===== src/rtl/sram_pkg.sv =====
// Shared definitions for the SRAM controller: state encoding and default
// address map / timing constants.
package sram_pkg;

  typedef enum logic [1:0] {
    IDLE = 2'd0,
    LOW  = 2'd1,
    HIGH = 2'd2,
    DONE = 2'd3
  } state_t;

  localparam logic [31:0] SRAM_BASE_ADDR   = 32'd1024;
  localparam int          SRAM_WAIT_CYCLES = 2;

endpackage


===== src/rtl/sram_controller_register.sv =====
// Storage register with asynchronous reset; freeze acts as the load strobe,
// so q only changes on the cycle freeze is driven high.
module register #(
  parameter int W = 16
) (
  input  logic         clk,
  input  logic         rst,
  input  logic         freeze,
  input  logic [W-1:0] d,
  output logic [W-1:0] q
);

  always_ff @(posedge clk or posedge rst) begin
    if (rst) begin
      q <= '0;
    end else if (freeze) begin
      q <= d;
    end
  end

endmodule


===== src/rtl/sram_controller.sv =====
// Splits a 32-bit CPU access into two 16-bit SRAM accesses (low half, then
// high half), each held for WAIT_CYCLES clocks, stalling the pipeline meanwhile.
module sram_controller
  import sram_pkg::*;
#(
  parameter int          WAIT_CYCLES = SRAM_WAIT_CYCLES,
  parameter logic [31:0] BASE_ADDR   = SRAM_BASE_ADDR
) (
  input  logic        clk,
  input  logic        rst,
  input  logic        wr_en,
  input  logic        rd_en,
  input  logic [31:0] address,
  input  logic [31:0] write_data,
  output logic [31:0] read_data,
  output logic        ready,
  output logic [17:0] sram_addr,
  output logic [15:0] sram_dq_out,
  output logic        sram_dq_oe,
  input  logic [15:0] sram_dq_in,
  output logic        sram_we_n,
  output state_t      debug_state
);

  localparam int CW = (WAIT_CYCLES > 1) ? $clog2(WAIT_CYCLES) : 1;
  localparam logic [CW-1:0] LAST = CW'(WAIT_CYCLES - 1);

  // Handshake: a request (wr_en|rd_en) is level-held by the CPU; it is taken
  // only in IDLE, and the CPU may drop or change it once ready=1 in DONE.
  state_t        state, next_state;
  logic [CW-1:0] cnt, cnt_next;
  logic          mode_wr;
  logic [16:0]   word_q;
  logic [16:0]   word_next;
  logic [31:0]   wdata_q;
  logic          req, start, last, cap_lo, cap_hi;

  assign req       = wr_en | rd_en;
  assign start     = (state == IDLE) && req;
  assign last      = (cnt == LAST);
  assign word_next = 17'((address - BASE_ADDR) >> 2);
  assign cap_lo    = (state == LOW)  && last && !mode_wr;
  assign cap_hi    = (state == HIGH) && last && !mode_wr;

  assign debug_state = state;
  assign ready       = rst || (state == DONE) || ((state == IDLE) && !req);

  always_ff @(posedge clk or posedge rst) begin
    if (rst) begin
      state   <= IDLE;
      cnt     <= '0;
      mode_wr <= 1'b0;
      word_q  <= '0;
      wdata_q <= '0;
    end else begin
      state <= next_state;
      cnt   <= cnt_next;
      // Writes win when both requests are raised together.
      if (start) begin
        mode_wr <= wr_en;
        word_q  <= word_next;
        wdata_q <= write_data;
      end
    end
  end

  always_comb begin
    next_state  = state;
    cnt_next    = cnt;
    sram_addr   = '0;
    sram_dq_out = '0;
    sram_dq_oe  = 1'b0;
    sram_we_n   = 1'b1;
    case (state)
      IDLE: begin
        cnt_next = '0;
        if (req) next_state = LOW;
      end
      LOW: begin
        sram_addr = {word_q, 1'b0};
        if (mode_wr) begin
          sram_we_n   = 1'b0;
          sram_dq_oe  = 1'b1;
          sram_dq_out = wdata_q[15:0];
        end
        if (last) begin
          next_state = HIGH;
          cnt_next   = '0;
        end else begin
          cnt_next = cnt + 1'b1;
        end
      end
      HIGH: begin
        sram_addr = {word_q, 1'b1};
        if (mode_wr) begin
          sram_we_n   = 1'b0;
          sram_dq_oe  = 1'b1;
          sram_dq_out = wdata_q[31:16];
        end
        if (last) begin
          next_state = DONE;
          cnt_next   = '0;
        end else begin
          cnt_next = cnt + 1'b1;
        end
      end
      DONE: begin
        cnt_next   = '0;
        next_state = IDLE;
      end
      default: begin
        next_state = IDLE;
        cnt_next   = '0;
      end
    endcase
  end

  register #(.W(16)) u_rd_lo (
    .clk    (clk),
    .rst    (rst),
    .freeze (cap_lo),
    .d      (sram_dq_in),
    .q      (read_data[15:0])
  );

  register #(.W(16)) u_rd_hi (
    .clk    (clk),
    .rst    (rst),
    .freeze (cap_hi),
    .d      (sram_dq_in),
    .q      (read_data[31:16])
  );

endmodule


===== config.mk =====
export PLATFORM = sky130hd
export DESIGN_NAME = sram_controller
export DESIGN_NICKNAME = d
export VERILOG_FILES = /design/src/rtl/sram_pkg.sv /design/src/rtl/sram_controller_register.sv /design/src/rtl/sram_controller.sv
export SDC_FILE = /design/constraint.sdc
export NUM_CORES = 1
export LEC_CHECK = 0
export CAP_MARGIN = 10
export CELL_PAD_IN_SITES_DETAIL_PLACEMENT = 0
export CELL_PAD_IN_SITES_GLOBAL_PLACEMENT = 1
export CORE_MARGIN = 1.5
export CORE_UTILIZATION = 34
export CTS_CLUSTER_SIZE = 20
export DETAILED_ROUTE_END_ITERATION = 6
export PLACE_DENSITY = 0.84
export SLEW_MARGIN = 20
export SYNTH_ARGS = -nofsm -noshare
export SYNTH_HDL_FRONTEND = slang
export SYNTH_SLANG_ARGS = --single-unit

===== constraint.sdc =====
create_clock -name clk -period 5.8 [get_ports clk]
set_clock_uncertainty 0.1 [all_clocks]
set_input_delay 1.74 -clock clk [delete_from_list [all_inputs] [get_ports clk]]
set_output_delay 1.74 -clock clk [all_outputs]
set_load 0.05 [all_outputs]

==> summary.txt, run 1 <==
Status
  • Outcome: completed

Worst setup path
  • Critical Path End Type: output pin
  • Startpoint Class: input pin
  • Top fanout value on the critical path: 4
  • CP peak stage delay: 0.72 ns
  • Worst EP arrival: 3.42 ns
  • Worst R2R End: word_q[15]
  • R2R depth: 5
  • Crit path buffers/inverters: 2
  • RR Startpoint: debug_state[0]
  • Cells traversed along the worst timing path: clkdlybuf4s50_1, nor2_1, a211o_1, clkdlybuf4s50_1
  • Req. time, crit path: ~4.0 ns
  • Slowest CP cell: clkdlybuf4s50_1
  • Worst R2R Setup Slack: 3.54 ns
  • CP most frequent cell: clkdlybuf4s50_1
  • Delay-heaviest family, CP: buffers and inverters
  • Worst Setup Path Type: in2out

Floorplan
  • Die H: between 100 and 150 um
  • IO Pins: 155
  • Core area: 10,700 sq um
  • Initial Util: 34.6%
  • DIE WIDTH: 108 um
  • Row count: 38
  • Die area: 11,600 sq um

Clocking
  • Clock root buffer: clkbuf_8
  • CTS tree: built
  • Post-CTS sizing: 0
  • Post-CTS Hold Fix Bufs: 0
  • Num CTS Buffers: 9
  • Bufs on Longest Clock Path: 2
  • Clock Latency Late Sink: 0.34 ns
  • Clock Sinks: 85
  • Reg clk slew, reported paths: 0.07 ns
  • Setup Fix Bufs, Post-CTS: 0
  • H-tree depth: 3

Placement
  • Port bufs: 139
  • HPWL after DPL: 6.51 mm
  • Placed cells: 636
  • RD Place Congestion: just over 0.7

Timing
  • Endpoints failing setup: 0
  • RSZ-0062 raised after global routing: false
  • Hold Fails Final Rpt: 0
  • Final period utilization: roughly nine tenths
  • Fmax: 190 MHz
  • Min Tclk post-route: between 5 and 6 ns
  • Relative slew slack: around 33%
  • Setup tns final: 0 ns
  • Measured slew at the worst slew-check pin: 1.01 ns
  • Slew Viols, Final: 0

Logic synthesis
  • Synth warn: 0
  • Post-synthesis xor/xnor area fraction: less than 1%
  • Mux contribution to synthesized area: 10.3%
  • Post-synth cell types: 28
  • Synth Area in Adders: 2.35%
  • Mapped Area: 3720 sq um
  • Synthesized area per cell: between 10 and 15 sq um
  • Synth Instances: 371
  • Compound-Gate Fraction of Synth Area: approximately 6%
  • Main combinational cell family by area after synthesis: simple AND/OR/NAND/NOR gates
  • Synth Net Count: 462
  • Post-synthesis sequential area ratio: 57.2%
  • Simple-gate share of the synthesized area: 21.3%
  • Synthesized flop and latch total: 85

Final layout
  • Commonest non-fill, non-tap cell in the layout: clkdlybuf4s50_1
  • Area of the multi-input gates: 1510 sq um
  • Fill count: 1,045
  • Area growth syn-to-layout: 46.5%
  • Sequential cell area: approximately 2100 sq um
  • Layout Nets: approximately 600
  • Most frequent cells in the layout: 139 x clkdlybuf4s50_1, 131 x nand2_1, 85 x dfrtp_1
  • Ant. Diodes: 0
  • Ratio of cells with drive above 1 in the final layout: 11.5%
  • Final Non-Filler Cells: 651

Pwr
  • Cell-internal power: between 1.5 and 2 mW
  • VDD IR max: between 0.3 and 0.4 mV
  • Pwr Density: 645 nW/um^2
  • Switch Pwr: approximately 1.7 mW
  • Register share of total power: 29.5%
  • Logic gate share of total power: approximately three fifths
  • Switching portion of total power: 48.3%
  • Clk pwr share: between 10% and 20%
  • Leak: between 2 and 2.5 nW

Global routing
  • Largest net degree at the start of global routing: 58
  • Met3 usage: under 10%
  • Initial antenna violation count: 0
  • GR met1 Demand/Resource: 21.0%
  • Vias in the first global route: a little under 3,000
  • GRT Total Usage: 16.0%
  • Busiest grt layer: met2
  • GR Util met2: 25.9%
  • Total gr overflow: 0
  • First-pass GRT wire length: 14.3 mm

Flow run
  • Max-cap violation count: 0

Route
  • Routed wire length: approximately 9.1 mm
  • Vias per inst: 4.65
  • DRC: 0
  • Post-route ant nets: 0
  • Iteration count of the initial detailed-routing pass: 4
  • Wirelength per Cell: about 14 um
  • Via count: 3,027
  • Initial DRC count: 105

Worst hold path
  • Hold path endpoint: cnt
  • Worst Min Path Start: cnt
  • Hold path cells: 1
  • Worst hold path type: reg2reg
registers in the layout, summed over array words and instances, names as in the netlist:
| signal | count |
|---|---|
| u_rd_hi.q | 16 |
| word_q | 17 |
| u_rd_lo.q | 16 |
| mode_wr | 1 |
| cnt | 1 |
| wdata_q | 32 |
| debug_state | 2 |
power by group through the flow:
stage | combinational [mW] | clock, mW | sequential (mW)
3_5_place_dp | 2.09 | 0 | 1.05
6_report | 2.07 | 0.403 | 1.04
3_3_place_gp | 2.07 | 0 | 1.03
5_1_grt | 2.22 | 0.443 | 1.07
4_1_cts | 2.10 | 0.417 | 1.04
2_1_floorplan | 0.994 | 0 | 1.45
metrics by stage:
step / area [sq um] / hold WS (ns) / setup slack [ns] / util [%] / power [mW]
floorplan: 3720 / 0.318 / 1.43 / - / 2.45
global placement: 5260 / 0.347 / 0.551 / 49.0 / 3.11
detailed placement: 5260 / 0.343 / 0.544 / 49.0 / 3.14
CTS: 5450 / 0.357 / 0.544 / 50.7 / 3.55
global route: 5450 / 0.371 / 0.511 / 50.7 / 3.73
finish: 5450 / 0.354 / 0.541 / 50.7 / 3.51
final cells by class:
cell class                      count  share of cell area (%)
Inverter                            6                   0.459
Multi-Input combinational cell    261                    27.6
Sequential cell                    85                    39.0
Tap cell                          140                    3.21
Timing Repair Buffer              144                    26.2
Clock buffer                        9                    2.27
Clock inverter                      6                    1.15
cells by family after synthesis:
| kind of cell | Yosys count |
|---|---|
| simple gates | 187 |
| flops | 85 |
| mux | 34 |
| compound gates | 32 |
| buf+inv | 25 |
| fa+ha+maj | 7 |
| xor+xnor | 1 |
worst max path at each step:
stage                   start             end  cells past startpoint
2_1_floorplan  debug_state[0]  sram_dq_out[0]                      5
3_3_place_gp            wr_en           ready                      4
3_5_place_dp            wr_en           ready                      4
4_1_cts                 wr_en           ready                      4
5_1_grt                 rd_en           ready                      4
6_report                wr_en           ready                      4
cells in the mapped netlist:
master     instances  share of area (%)
xnor2_1            1               0.24
mux2_2            33                 10
o211ai_1           1               0.20
o21ai_0            5               0.67
and2_1            17                2.9
nor2_1            24                2.4
buf_2              4               0.54
nor3b_1            1               0.20
o21a_1             1               0.20
dfrtp_1           85                 57
o2bb2ai_1          1               0.24
or4_4              1               0.30
clkbuf_1          15                1.5
nand2b_1           2               0.34
nand3_1            1               0.13
o31ai_1            2               0.40
nor2b_1            3               0.50
or3_1              2               0.34
or4_1              3               0.61
or3_2              1               0.20
inv_1              6               0.61
nand2_1          131                 13
a22oi_1           16                3.2
or2_2              1               0.17
a31oi_1            5               0.84
mux2i_1            1               0.27
a211o_1            1               0.24
ha_1               7                2.4
worst reg2reg max path, stage by stage (launching register included):
cell	delay [ns]
dfrtp_1	0.43
inv_1	0.17
ha_1	0.32
o21a_2	0.86
o211ai_1	0.19
nand3_1	0.14
layer usage:
metal  wire, um  part of all wire (%)  vias up
met5          0                     0        -
met4        123                   1.4        0
met3        550                   6.0       12
met2       4240                    47      105
met1       4180                    46     1426
li1           -                     -     1484
Note: power is estimated with default switching activity, not from simulation.
==> run 2: changes to the inputs <==
--- a/config.mk
+++ b/config.mk
@@ -5,6 +5,7 @@
 export SDC_FILE = /design/constraint.sdc
 export NUM_CORES = 1
 export LEC_CHECK = 0
+export ABC_CLOCK_PERIOD_IN_PS = 5800
 export CAP_MARGIN = 10
 export CELL_PAD_IN_SITES_DETAIL_PLACEMENT = 0
 export CELL_PAD_IN_SITES_GLOBAL_PLACEMENT = 1
==> results of run 2 <==
No change in the layout: final DEF, timing and power equal those of run 1.
